==> src/rtl/pc_fetch_ctrl_pkg.sv <==
// Shared types for the PC-generation / instruction-bus request stage.
// Holds the fetch FSM encoding, reset PC and ibus bundles.
package pc_fetch_ctrl_pkg;

  typedef enum logic {
    REQ  = 1'b0,
    HOLD = 1'b1
  } fetch_state_t;

  localparam logic [63:0] PCINIT_DEFAULT =
    64'h0000_0000_8000_0000;

  typedef struct packed {
    logic        valid;
    logic [63:0] addr;
  } ibus_req_t;

  typedef struct packed {
    logic        data_ok;
    logic [31:0] data;
  } ibus_resp_t;

endpackage

==> src/rtl/pc_fetch_ctrl_fetch_buf.sv <==
// Registered output buffer presenting {valid, pc, raw_instr}.
// Load wins over clear; otherwise the contents hold.
module pc_fetch_ctrl_fetch_buf (
  input  logic        clk,
  input  logic        reset,
  input  logic        i_load,
  input  logic        i_clear,
  input  logic [63:0] i_pc,
  input  logic [31:0] i_instr,
  output logic        o_valid,
  output logic [63:0] o_pc,
  output logic [31:0] o_instr
);

  logic        r_valid;
  logic [63:0] r_pc;
  logic [31:0] r_instr;

  always_ff @(posedge clk) begin
    if (reset) begin
      r_valid <= 1'b0;
      r_pc    <= '0;
      r_instr <= '0;
    end else if (i_load) begin
      r_valid <= 1'b1;
      r_pc    <= i_pc;
      r_instr <= i_instr;
    end else if (i_clear) begin
      r_valid <= 1'b0;
    end
  end

  assign o_valid = r_valid;
  assign o_pc    = r_pc;
  assign o_instr = r_instr;

endmodule

==> src/rtl/pc_fetch_ctrl.sv <==
// PC generation with a single-outstanding instruction-bus request.
// Redirects during an in-flight request are deferred until data_ok.
module pc_fetch_ctrl
  import pc_fetch_ctrl_pkg::*;
#(
  parameter logic [63:0] PCINIT = PCINIT_DEFAULT
) (
  input  logic        clk,
  input  logic        reset,
  input  logic        stall_i,
  input  logic        redirect_valid,
  input  logic [63:0] redirect_pc,
  output logic        ireq_valid,
  output logic [63:0] ireq_addr,
  input  logic        iresp_data_ok,
  input  logic [31:0] iresp_data,
  output logic        out_valid,
  output logic [63:0] out_pc,
  output logic [31:0] out_raw_instr
);

  fetch_state_t r_state;
  fetch_state_t w_state_nxt;
  logic [63:0]  r_pc;
  logic [63:0]  w_pc_nxt;
  logic         r_redirect_pending;
  logic         w_pend_nxt;
  logic [63:0]  r_redirect_target;
  logic [63:0]  w_tgt_nxt;
  logic         w_buf_load;
  logic         w_buf_clear;
  logic         w_kill;
  logic [63:0]  w_new_target;
  ibus_req_t    w_ireq;
  ibus_resp_t   w_iresp;

  assign w_iresp = {iresp_data_ok, iresp_data};
  assign w_ireq  = {(r_state == REQ) & ~reset, r_pc};

  assign ireq_valid = w_ireq.valid;
  assign ireq_addr  = w_ireq.addr;

  assign w_kill = r_redirect_pending | redirect_valid;
  // A redirect in the current cycle beats the latched one
  assign w_new_target = redirect_valid ? redirect_pc
                                       : r_redirect_target;

  always_ff @(posedge clk) begin
    if (reset) begin
      r_state            <= REQ;
      r_pc               <= PCINIT;
      r_redirect_pending <= 1'b0;
      r_redirect_target  <= '0;
    end else begin
      r_state            <= w_state_nxt;
      r_pc               <= w_pc_nxt;
      r_redirect_pending <= w_pend_nxt;
      r_redirect_target  <= w_tgt_nxt;
    end
  end

  always_comb begin
    w_state_nxt = r_state;
    w_pc_nxt    = r_pc;
    w_pend_nxt  = r_redirect_pending;
    w_tgt_nxt   = r_redirect_target;
    w_buf_load  = 1'b0;
    w_buf_clear = 1'b0;
    unique case (r_state)
      REQ: begin
        if (w_iresp.data_ok) begin
          if (w_kill) begin
            w_pc_nxt   = w_new_target;
            w_pend_nxt = 1'b0;
          end else begin
            w_buf_load  = 1'b1;
            w_pc_nxt    = r_pc + 64'd4;
            w_state_nxt = HOLD;
          end
        end else if (redirect_valid) begin
          w_pend_nxt = 1'b1;
          w_tgt_nxt  = redirect_pc;
        end
      end
      HOLD: begin
        if (redirect_valid) begin
          w_buf_clear = 1'b1;
          w_pc_nxt    = redirect_pc;
          w_state_nxt = REQ;
        end else if (!stall_i) begin
          w_buf_clear = 1'b1;
          w_state_nxt = REQ;
        end
      end
      default: begin
        w_state_nxt = REQ;
      end
    endcase
  end

  pc_fetch_ctrl_fetch_buf u_buf (
    .clk     (clk),
    .reset   (reset),
    .i_load  (w_buf_load),
    .i_clear (w_buf_clear),
    .i_pc    (r_pc),
    .i_instr (w_iresp.data),
    .o_valid (out_valid),
    .o_pc    (out_pc),
    .o_instr (out_raw_instr)
  );

endmodule

==> config.mk <==
export PLATFORM = sky130hd
export DESIGN_NAME = pc_fetch_ctrl
export DESIGN_NICKNAME = d
export VERILOG_FILES = /design/src/rtl/pc_fetch_ctrl_pkg.sv /design/src/rtl/pc_fetch_ctrl_fetch_buf.sv /design/src/rtl/pc_fetch_ctrl.sv
export SDC_FILE = /design/constraint.sdc
export NUM_CORES = 1
export LEC_CHECK = 0
export ABC_AREA = 1
export CAP_MARGIN = 30
export CELL_PAD_IN_SITES_DETAIL_PLACEMENT = 0
export CELL_PAD_IN_SITES_GLOBAL_PLACEMENT = 1
export CORE_MARGIN = 3
export CORE_UTILIZATION = 45
export CTS_BUF_LIST = sky130_fd_sc_hd__clkbuf_8 sky130_fd_sc_hd__clkbuf_16
export DETAILED_ROUTE_END_ITERATION = 8
export DONT_BUFFER_PORTS = 1
export PLACE_DENSITY_LB_ADDON = 0.1
export SLEW_MARGIN = 15
export SYNTH_ARGS = -nofsm -noshare
export SYNTH_HDL_FRONTEND = slang
export SYNTH_SLANG_ARGS = --single-unit
==> constraint.sdc <==
create_clock -name clk -period 2.2 [get_ports clk]
set_input_delay 0.33 -clock clk [delete_from_list [all_inputs] [get_ports clk]]
set_output_delay 0.33 -clock clk [all_outputs]
set_load 0.01 [all_outputs]
### Yosys cells after proc, flatten, opt, wreduce, memory -nomap -nowiden

Index checks and enable logic that the tools add are counted.

* register bits after elaboration: 227
* bits of input ports: 101
* output and inout bits: 162

* add/sub/neg operators: 1
* equality and inequality tests: 3
* multiplexer cells: 19
* bitwise operators: 5
* reduce and logical (&&, ||, !) cells: 5

Operators with widths (count)
* 64-bit two-way mux: 4
* 64-bit case mux with 2 select lines: 1
* 64-bit by 3-bit adder with 64-bit output, second input constant: 1
* 1-bit two-way mux: 13
* 2-bit != test, second input constant: 2
* 2-bit AND reduction: 2
* 2-bit nonzero test: 2
* 1-bit NOT: 3
* 3-bit AND reduction: 1
* 2-bit by 1-bit != test with 1-bit output, second input constant: 1
* 1-bit case mux with 2 select lines: 1
* 1-bit bitwise AND: 1
* 1-bit bitwise OR: 1

### Depth between registers and ports, before layout

Gate-level depths: netlist of the first run.

* depth in word-level cells: 5
* depth in mapped cells: 12
* mapped depth without buffers: 12

### Hierarchy

From an unflattened synthesis of the first run, not the netlist that was laid out.

* cells, all modules: 1704
* area total of the unflattened synthesis: 11477.3 µm²

Modules (own cells, without submodules)
* pc_fetch_ctrl: instances 1, cells an instance 1284, area an instance 8141.6 µm²
* pc_fetch_ctrl_fetch_buf: instances 1, cells an instance 420, area an instance 3335.7 µm²

### Worst setup path before layout of the first run

Ideal clock, no wire load.

* path kind: reg-to-reg
* from: register r_pc[2] (netlist: ireq_addr[2])
* to: register r_pc[44] (netlist: ireq_addr[44])
* setup time: 0.120 ns
* arrival: 1.601 ns
* path slack: 0.480 ns
* stages on the path, launching flop included: 13
* path buffers: 0
* clock period less this slack: 1.720 ns
* cells stage by stage: dfxtp_1 > ha_1 > nand2_1 > nor2_4 > nand3_2 > inv_1 > nand2_1 > inv_1 > nand2_1 > nand2_1 > nand2_1 > o21bai_1 > a21oi_1

* cells in the longest elaborated chain, start to end: 4

Ends and longest elaborated chain
* from (decl): line pc_fetch_ctrl.sv:24 `logic [63:0] r_pc;`
* from (signal assigned): line pc_fetch_ctrl.sv:56 `r_pc <= w_pc_nxt;`
* 64-bit by 3-bit adder with 64-bit output: line pc_fetch_ctrl.sv:77 `w_pc_nxt = r_pc + 64'd4;`
* 64-bit two-way mux: line pc_fetch_ctrl.sv:72 `if (w_kill) begin`
* 64-bit two-way mux: line pc_fetch_ctrl.sv:71 `if (w_iresp.data_ok) begin`
* 64-bit case mux with 2 select lines: line pc_fetch_ctrl.sv:69 `unique case (r_state)`

No other way between the ends. The select of a mux whose other input is x is not followed.
A chain may end at the register's enable or synchronous reset.

### Final worst setup path of the first run

* from: register r_pc[32] (netlist: ireq_addr[32])
* to: register r_pc[63] (netlist: ireq_addr[63])

The elaborated chain is that of the path after synthesis.

==> Flow_metrics.wiki, run 1 <==
{| class="wikitable"
! Metric !! Value
|-
| Critical Path Most Common Cell || sky130_fd_sc_hd__nand2_1
|-
| Number of cell rows || 57
|-
| Switch Pwr || 3.27 mW
|-
| Most frequently used flop master after synthesis || sky130_fd_sc_hd__dfxtp_1
|-
| Pin count of the biggest net entering global routing || 84
|-
| Library cell contributing the largest single delay on the critical path || sky130_fd_sc_hd__dfxtp_1
|-
| Maximum capacitance violations || 0
|-
| Critical Path AT || 2.48 ns
|-
| Number of cells upsized or downsized after cts || 0
|-
| Initial antenna violation count || 1
|-
| EDFF count, synth || 0
|-
| CTS root buf || sky130_fd_sc_hd__clkbuf_16
|-
| Sum of overflow across all layers after global routing || 0
|-
| Post-Synthesis Net Count || 1,776
|-
| Overall via count from detail_route || 12,000
|-
| Post-synthesis cell count || 1,674
|-
| Total Die Area || 0.0272 mm²
|-
| Synthesis warning total || 0
|-
| Mean instance size in the synthesized netlist || 6.78 µm²
|-
| CTS Buf Count || 26
|-
| Count of input and output buffers || 0
|-
| CTS tree || built
|-
| Hold crit path type || in2reg
|-
| Highest Clock Rate || 496 MHz
|-
| CP peak stage delay || 0.42 ns
|-
| Count leader, synth || sky130_fd_sc_hd__nand2_1
|-
| Post-CTS clock slew at the launch and capture registers of the worst setup and hold paths || 0.06 ns
|-
| Share of the cycle needed by the critical path after routing || 0.917
|-
| Cell types occupying the most area after synthesis || sky130_fd_sc_hd__dfxtp_1, sky130_fd_sc_hd__nand2_1, sky130_fd_sc_hd__o21ai_0, sky130_fd_sc_hd__nor2_1, sky130_fd_sc_hd__a21oi_1
|-
| Most frequent cells after synthesis || sky130_fd_sc_hd__nand2_1, sky130_fd_sc_hd__nor2_1, sky130_fd_sc_hd__o21ai_0
|-
| Die Y-Extent || 165 µm
|-
| Length of the first detailed-routing pass in iterations || 5
|-
| Clock share of power || 0.403
|-
| Routed Antenna Nets || 0
|-
| Initial core utilization || 0.463
|-
| Peak fanout along the critical path || 5
|-
| Cell family with most CP delay || simple AND/OR/NAND/NOR gates
|-
| Number of top-level pins || 263
|-
| Design internal power || 7.79 mW
|-
| Crit path capture type || flop
|-
| Static leakage || 5.59 nW
|-
| Max-slew violations || 0
|-
| Worst path cell trace || buf_4, nand2_1, nor2_1, nand2_1, nor2_1, nand2_1, nor2_4, nand3_1, nand3_1, nand2_1, a21oi_2
|-
| Number of antenna repair diodes || 0
|-
| Clock Latency Late Sink || 0.54 ns
|-
| Share of flip-flops with an asynchronous set or reset || 0
|-
| Cell area after technology mapping || 0.0114 mm²
|-
| Share of post-route cells with drive strength above 1 || 0.107
|-
| Proportion of netlist area held by the largest area contributor || 0.400
|-
| Critical path class || reg2reg
|-
| Final Power || 11.1 mW
|-
| Total clock sinks || 227
|-
| Largest area contributor in the synthesized netlist || sky130_fd_sc_hd__dfxtp_1
|-
| Data required time of the worst path || 2.66 ns
|-
| Routability-driven placement congestion ratio || 0.985
|-
| WL/cell || 21.3 µm
|-
| Setup TNS Final || 0 ns
|-
| Placed standard-cell area || 0.0121 mm²
|-
| Global-route wire length before repair || 66,100 µm
|-
| Power density relative to cell area || 799 mW/mm²
|-
| Count of nets after finishing || 1,876
|-
| Register bit total from synthesis || 227
|-
| Width of the chip || 165 µm
|-
| Routed wire length || 45,000 µm
|-
| RSZ-0062 raised after global routing || false
|-
| Aggregate global-route resource usage || 0.317
|-
| Final Cell Area || 0.0138 mm²
|-
| Outcome || finished, final reports clean
|-
| Critical path buffer and inverter count || 1
|-
| Number of global-route vias before repair || 11,100
|-
| Remaining design rule violation count || 0
|-
| Hpwl dp || 32,300 µm
|-
| Share of power burned in registers || 0.435
|-
| Final count of negative-setup-slack endpoints || 0
|-
| Floorplan core area || 0.0245 mm²
|-
| Fillers || 2,451
|-
| Minimum period implied by the final worst setup slack || 2.02 ns
|-
| Final clock skew || 0.0182 ns
|-
| Number of endpoints with negative hold slack in the final report || 0
|-
| H-tree depth || 1
|-
| Combinational share of power || 0.163
|-
| Highest ir drop seen on vdd || 0.502 mV
|-
| Number of library cell types mapped by synthesis || 41
|-
| DRC violation total after the first TritonRoute iteration || 1,078
|-
| Via-per-instance ratio || 5.68
|-
| Slew @ Worst Pin || 0.543 ns
|-
| Switching part of the total || 0.295
|-
| Area growth from synthesis to layout || 21.9%
|-
| Headroom to the max-slew limit || 0.634
|-
| Sequential-to-total area share from yosys stat || 0.400
|-
| Category of the worst setup path launch point || flop
|-
| Max Root-Sink Buffers || 3
|}
-- cell families (layout without fill, tap and decap cells) --
group / count (synthesis) / after routing / share of synthesized area
multiplexers: 23 / 23 / 0.0203
flip-flops: 227 / 227 / 0.400
buffers and inverters: 179 / 295 / 0.0628
XOR/XNOR: 17 / 17 / 0.0131
adder cells (fa/ha/maj): 1 / 1 / 0.00110
AND/OR/NAND/NOR: 736 / 736 / 0.271
AO/OA/AOI/OAI: 491 / 491 / 0.231
-- state kept, by name, indices dropped and copies added, names as in the netlist --
name	flops
ireq_addr	64
r_redirect_target	64
u_buf.o_pc	64
u_buf.o_instr	32
r_redirect_pending	1
r_state	1
u_buf.o_valid	1
-- stage by stage --
step / std cells / util / setup slack (ns) / hold slack, ns
after floorplan: 1674 / - / 0.480 / 0.399
final: 2114 / 0.564 / 0.183 / 0.0178
after CTS: 2114 / 0.564 / 0.227 / 0.0000253
after detailed placement: 1989 / 0.494 / 0.247 / 0.408
after global routing: 2114 / 0.564 / 0.00906 / 0.0224
after global placement: 1989 / 0.494 / 0.229 / 0.405
-- power groups by stage --
stage | Sequential, mW | Combinational [mW] | Clock, mW
3_5_place_dp | 4.89 | 1.64 | 0
5_1_grt | 4.84 | 1.98 | 4.68
2_1_floorplan | 4.87 | 0.969 | 0
4_1_cts | 4.80 | 1.79 | 4.50
6_report | 4.81 | 1.80 | 4.46
3_3_place_gp | 4.88 | 1.62 | 0
-- worst register-to-register path: cells and delay by family (launching register included) --
| family | cells | cell delay, ns |
|---|---|---|
| AO/OA/AOI/OAI | 1 | 0.14 |
| flip-flops | 1 | 0.42 |
| buffers and inverters | 1 | 0.19 |
| AND/OR/NAND/NOR | 9 | 1.20 |
-- routing by layer --
metal	vias to the layer above	track usage	part of all wire
met1	5552	0.385	0.39
li1	5823	-	-
met5	-	0	0
met3	115	0.0667	0.082
met4	0	0.143	0.049
met2	517	0.539	0.48
-- area by class of cell --
class,count,area [µm²],share of cell area
Clock buffer,34,772,0.0558
Timing Repair Buffer,176,1620,0.117
Sequential cell,227,4540,0.328
Tap cell,324,405,0.0293
Clock inverter,10,106,0.00768
Inverter,75,285,0.0206
Multi-Input combinational cell,1268,6110,0.441
-- final timing paths --
kind                                              to  slack (ns)                               start  cells past startpoint
setup reg to reg          ireq_addr[63]$_SDFFE_PP0P_        0.18          ireq_addr[32]$_SDFFE_PP0P_                     11
hold / removal    r_redirect_target[42]$_SDFFE_PP0P_        0.02                     redirect_pc[42]                      2
setup / recovery          ireq_addr[63]$_SDFFE_PP0P_        0.18          ireq_addr[32]$_SDFFE_PP0P_                     11
hold reg to reg   r_redirect_target[49]$_SDFFE_PP0P_        0.50  r_redirect_target[49]$_SDFFE_PP0P_                      2
-- what timing repair did --
action | in CTS | in global routing
setup buffers | 0 | 0
hold buffers | 81 | 0
setup endpoints to repair | 0 | 0
endpoints found under the hold margin | 102 | 0
-- layout by cell type (no fill, tap or decap), types with 4 or more instances in the layout --
master,netlist,layout
sky130_fd_sc_hd__dfxtp_1,227,227
sky130_fd_sc_hd__or2_0,4,4
sky130_fd_sc_hd__o21ai_0,255,255
sky130_fd_sc_hd__a31oi_1,42,42
sky130_fd_sc_hd__nand3_1,76,76
sky130_fd_sc_hd__o21bai_1,6,6
sky130_fd_sc_hd__inv_2,6,6
sky130_fd_sc_hd__clkinv_2,1,4
sky130_fd_sc_hd__o211ai_1,14,14
sky130_fd_sc_hd__nor2_1,264,262
sky130_fd_sc_hd__clkbuf_8,0,7
sky130_fd_sc_hd__nand2_1,341,341
sky130_fd_sc_hd__xor2_1,14,14
sky130_fd_sc_hd__mux2i_1,23,23
sky130_fd_sc_hd__buf_12,0,8
sky130_fd_sc_hd__inv_1,67,68
sky130_fd_sc_hd__o22ai_1,6,6
sky130_fd_sc_hd__clkbuf_16,0,27
sky130_fd_sc_hd__dlygate4sd3_1,0,79
sky130_fd_sc_hd__a21boi_0,7,7
sky130_fd_sc_hd__nand2_2,8,8
sky130_fd_sc_hd__nor2_2,12,12
sky130_fd_sc_hd__nor2_4,8,10
sky130_fd_sc_hd__buf_4,2,89
sky130_fd_sc_hd__a21oi_1,151,151
sky130_fd_sc_hd__nand4_1,9,9
Note: power is estimated with default switching activity, not from simulation.
==> inputs of run 2 (changes only) <==
- SLEW_MARGIN: 15 -> 25
==> results of run 2 <==
The final DEF is identical to that of run 1; final timing and power are the same.
==> inputs of run 3 (changes only) <==
- CORE_UTILIZATION: 45 -> 48
- SYNTH_HIERARCHICAL: default -> 1
- clock period: 2.2 -> 2.52 ns (I/O delays scaled with it)
==> run 3 against run 2 <==
Combinational power decreased by 25%. First-iteration DRC count up 16%. Total power down 13%. Highest routed layer unchanged. Critical endpoint is now ireq_addr[54]$_SDFFE_PP0P_.
==> Flow_metrics.wiki, run 3 <==
{| class="wikitable"
! Metric !! Value
|-
| Clock share of power || 0.415 (was 0.403)
|-
| Critical Path Most Common Cell || sky130_fd_sc_hd__nand2_1 (unchanged)
|-
| Die Y-Extent || 161 µm (was 165 µm)
|-
| Most frequently used flop master after synthesis || sky130_fd_sc_hd__dfxtp_1 (unchanged)
|-
| Endpoint of the worst register-to-register path || ireq_addr[54]$_SDFFE_PP0P_ (was ireq_addr[63]$_SDFFE_PP0P_)
|-
| Width of the chip || 161 µm (was 165 µm)
|-
| Static leakage || 5.40 nW (was 5.59 nW)
|-
| Cell area after technology mapping || 0.0115 mm² (was 0.0114 mm²)
|-
| CP peak stage delay || 0.61 ns (was 0.42 ns)
|-
| Crit path capture type || flop (unchanged)
|-
| Critical path class || reg2reg (unchanged)
|-
| Most common cell after layout, fill and taps aside || sky130_fd_sc_hd__nor2_1 (was sky130_fd_sc_hd__nand2_1)
|-
| Via-per-instance ratio || 5.73 (was 5.68)
|-
| Util after Layout || 0.574 (was 0.564)
|-
| Post-Synthesis Net Count || 1,806 (was 1,776)
|-
| CTS tree || built (unchanged)
|-
| Global-route wire length before repair || 64,900 µm (was 66,100 µm)
|-
| Number of antenna repair diodes || 0 (unchanged)
|-
| Floorplan core area || 0.0231 mm² (was 0.0245 mm²)
|-
| Category of the worst setup path launch point || flop (unchanged)
|-
| Setup TNS Final || 0 ns (unchanged)
|-
| Initial core utilization || 0.498 (was 0.463)
|-
| Max Root-Sink Buffers || 3 (unchanged)
|-
| Most frequent cells after synthesis || sky130_fd_sc_hd__nor2_1, sky130_fd_sc_hd__nand2_1, sky130_fd_sc_hd__o21ai_0 (was sky130_fd_sc_hd__nand2_1, sky130_fd_sc_hd__nor2_1, sky130_fd_sc_hd__o21ai_0)
|-
| Switching part of the total || 0.294 (was 0.295)
|-
| Combinational share of power || 0.141 (was 0.163)
|-
| Cell Count, Final, Fillers Out || 2,064 (was 2,114)
|-
| Routed wire length || 43,300 µm (was 45,000 µm)
|-
| Number of library cell types mapped by synthesis || 41 (unchanged)
|-
| WHS Path Cells || 2 (unchanged)
|-
| Length of the first detailed-routing pass in iterations || 6 (was 5)
|-
| Slack of the worst reg-to-reg path || 0.30 ns (was 0.18 ns)
|-
| Count of input and output buffers || 0 (unchanged)
|-
| Cell types occupying the most area after synthesis || sky130_fd_sc_hd__dfxtp_1, sky130_fd_sc_hd__nor2_1, sky130_fd_sc_hd__nand2_1, sky130_fd_sc_hd__o21ai_0, sky130_fd_sc_hd__a21oi_1 (was sky130_fd_sc_hd__dfxtp_1, sky130_fd_sc_hd__nand2_1, sky130_fd_sc_hd__o21ai_0, sky130_fd_sc_hd__nor2_1, sky130_fd_sc_hd__a21oi_1)
|-
| Total Die Area || 0.0258 mm² (was 0.0272 mm²)
|-
| CTS root buf || sky130_fd_sc_hd__clkbuf_16 (unchanged)
|-
| Highest Clock Rate || 450 MHz (was 496 MHz)
|-
| Clock Latency Late Sink || 0.54 ns (about the same)
|-
| Final Cell Area || 0.0132 mm² (was 0.0138 mm²)
|-
| Number of cell rows || 55 (was 57)
|-
| Total clock sinks || 227 (unchanged)
|-
| Initial antenna violation count || 0 (was 1)
|-
| Critical R2R Launch || ireq_addr[21]$_SDFFE_PP0P_ (was ireq_addr[32]$_SDFFE_PP0P_)
|-
| Library cell contributing the largest single delay on the critical path || sky130_fd_sc_hd__nor3_1 (was sky130_fd_sc_hd__dfxtp_1)
|-
| Data required time of the worst path || 2.94 ns (was 2.66 ns)
|-
| DRC violation total after the first TritonRoute iteration || 1,247 (was 1,078)
|-
| Most frequent cells in the layout || sky130_fd_sc_hd__nor2_1, sky130_fd_sc_hd__nand2_1, sky130_fd_sc_hd__o21ai_0, sky130_fd_sc_hd__dfxtp_1, sky130_fd_sc_hd__a21oi_1 (was sky130_fd_sc_hd__nand2_1, sky130_fd_sc_hd__nor2_1, sky130_fd_sc_hd__o21ai_0, sky130_fd_sc_hd__dfxtp_1, sky130_fd_sc_hd__a21oi_1)
|-
| Number of endpoints with negative hold slack in the final report || 0 (unchanged)
|-
| Hpwl dp || 31,100 µm (was 32,300 µm)
|-
| DP Cell Count || 1,984 (was 1,989)
|-
| Destination of the worst hold path || r_state$_SDFF_PP0_ (was r_redirect_target[42]$_SDFFE_PP0P_)
|-
| Routed Antenna Nets || 0 (unchanged)
|-
| Post-synthesis cell count || 1,704 (was 1,674)
|-
| Placed standard-cell area || 0.0120 mm² (was 0.0121 mm²)
|-
| Synthesis warning total || 6 (was 0)
|-
| Area growth from synthesis to layout || 15.4% (was 21.9%)
|-
| Worst path cell trace || nand2_1, nor2_2, nand2_1, nor3_1, nand2_1, nand2_1, nand3_1, nand2_1, a21oi_1 (was buf_4, nand2_1, nor2_1, nand2_1, nor2_1, nand2_1, nor2_4, nand3_1, nand3_1, nand2_1, a21oi_2)
|-
| Worst Reg2Reg Path Length in Cells || 9 (was 11)
|-
| Share of power burned in registers || 0.444 (was 0.435)
|-
| Design internal power || 6.76 mW (was 7.79 mW)
|-
| Hold crit path type || in2reg (unchanged)
|-
| Aggregate global-route resource usage || 0.319 (was 0.317)
|-
| Proportion of netlist area held by the largest area contributor || 0.396 (was 0.400)
|-
| Register bit total from synthesis || 227 (unchanged)
|-
| Share of flip-flops with an asynchronous set or reset || 0 (unchanged)
|-
| Count of nets after finishing || 1,834 (was 1,876)
|-
| CTS Buf Count || 26 (unchanged)
|-
| Power density relative to cell area || 723 mW/mm² (was 799 mW/mm²)
|-
| Outcome || finished, final reports clean (unchanged)
|-
| Mean instance size in the synthesized netlist || 6.74 µm² (was 6.78 µm²)
|-
| Highest ir drop seen on vdd || 0.484 mV (was 0.502 mV)
|-
| WL/cell || 21.0 µm (was 21.3 µm)
|-
| Hold path start || stall_i (was redirect_pc[42])
|-
| Routability-driven placement congestion ratio || 0.976 (was 0.985)
|-
| Headroom to the max-slew limit || 0.405 (was 0.634)
|-
| Final count of negative-setup-slack endpoints || 0 (unchanged)
|-
| RSZ-0062 raised after global routing || false (unchanged)
|-
| Count leader, synth || sky130_fd_sc_hd__nor2_1 (was sky130_fd_sc_hd__nand2_1)
|-
| Max-slew violations || 0 (unchanged)
|-
| Final clock skew || 0.0125 ns (was 0.0182 ns)
|-
| Minimum period implied by the final worst setup slack || 2.22 ns (was 2.02 ns)
|-
| Sequential-to-total area share from yosys stat || 0.396 (was 0.400)
|-
| Number of top-level pins || 263 (unchanged)
|-
| Remaining design rule violation count || 0 (unchanged)
|-
| Slew @ Worst Pin || 0.892 ns (was 0.543 ns)
|-
| Sum of overflow across all layers after global routing || 0 (unchanged)
|-
| H-tree depth || 1 (unchanged)
|-
| Critical Path AT || 2.64 ns (was 2.48 ns)
|-
| Peak fanout along the critical path || 7 (was 5)
|-
| Pin count of the biggest net entering global routing || 98 (was 84)
|-
| Number of cells upsized or downsized after cts || 0 (unchanged)
|-
| EDFF count, synth || 0 (unchanged)
|-
| Post-CTS clock slew at the launch and capture registers of the worst setup and hold paths || 0.06 ns (about the same)
|-
| Overall via count from detail_route || 11,800 (was 12,000)
|-
| Share of the cycle needed by the critical path after routing || 0.881 (was 0.917)
|-
| Final Power || 9.57 mW (was 11.1 mW)
|-
| Largest area contributor in the synthesized netlist || sky130_fd_sc_hd__dfxtp_1 (unchanged)
|-
| Number of global-route vias before repair || 11,100 (unchanged)
|-
| Share of post-route cells with drive strength above 1 || 0.0891 (was 0.107)
|-
| Maximum capacitance violations || 0 (unchanged)
|-
| Switch Pwr || 2.81 mW (was 3.27 mW)
|}
run 3: cell count changes after synthesis, sizes merged, moves of 11 or more:
| cell | previous run | this run |
|---|---|---|
| nand4 | 9 | 20 |
| a31oi | 42 | 25 |
| a21oi | 154 | 139 |
| inv | 73 | 97 |
| nand2 | 352 | 332 |
| o21ai | 256 | 240 |
| nor2 | 285 | 350 |
run 3: critical path, delay by kind of cell, from the launching register on:
family	cells	cell delay, ns
flip-flops	1	0.56
AO/OA/AOI/OAI	1	0.05
AND/OR/NAND/NOR	8	1.49
run 3: worst max path at each step:
stage	to	start	slack, ns
6_report	ireq_addr[54]$_SDFFE_PP0P_	ireq_addr[21]$_SDFFE_PP0P_	0.30
3_5_place_dp	ireq_addr[54]$_SDFFE_PP0P_	ireq_addr[21]$_SDFFE_PP0P_	0.35
3_3_place_gp	ireq_addr[54]$_SDFFE_PP0P_	ireq_addr[21]$_SDFFE_PP0P_	0.36
4_1_cts	ireq_addr[54]$_SDFFE_PP0P_	ireq_addr[21]$_SDFFE_PP0P_	0.35
5_1_grt	ireq_addr[54]$_SDFFE_PP0P_	ireq_addr[21]$_SDFFE_PP0P_	0.03
2_1_floorplan	u_buf/o_pc[55]$_SDFFE_PP0P_	redirect_valid	0.49
run 3: metal layers:
metal	track usage	wire (µm)	up-vias
met3	0.0854	4000	89
met5	0	0	-
met1	0.385	16800	5497
met4	0.125	1790	0
li1	-	-	5722
met2	0.541	20700	513
run 3: final cells by class:
class                   instances  area (µm²)
well taps                     313         392
fillers                      2270        9810
inverters                      98         368
flip-flops and latches        227        4540
clock buffers                  32         744
multi-input cells            1281        6140
repair buffers                 98         891
clock inverters                15         159
run 3: stage by stage:
step	hold slack, ns	setup WS [ns]
after global routing	0.0238	0.0330
after floorplan	0.440	0.489
after detailed placement	0.453	0.345
after CTS	0.00685	0.347
final	0.0183	0.300
after global placement	0.450	0.362
run 3: timing repair:
action	4_1_cts	5_1_grt
hold buffers	33	0
setup buffers	0	0
endpoints found under the hold margin	64	0
run 3: cell families (layout without fill, tap and decap cells):
| family | count (synthesis) | after routing | synth area share |
|---|---|---|---|
| adder cells (fa/ha/maj) | 1 | 1 | 0.00109 |
| XOR/XNOR | 17 | 17 | 0.0130 |
| multiplexers | 30 | 30 | 0.0262 |
| buffers and inverters | 196 | 243 | 0.0705 |
| AND/OR/NAND/NOR | 783 | 783 | 0.284 |
| AO/OA/AOI/OAI | 450 | 450 | 0.209 |
| flip-flops | 227 | 227 | 0.396 |
run 3: power by group through the flow:
stage	Clock, mW	Sequential [mW]	Combinational, mW
2_1_floorplan	0	4.25	0.839
3_3_place_gp	0	4.32	1.27
3_5_place_dp	0	4.32	1.29
4_1_cts	4.02	4.25	1.34
5_1_grt	4.16	4.28	1.50
6_report	3.97	4.25	1.35
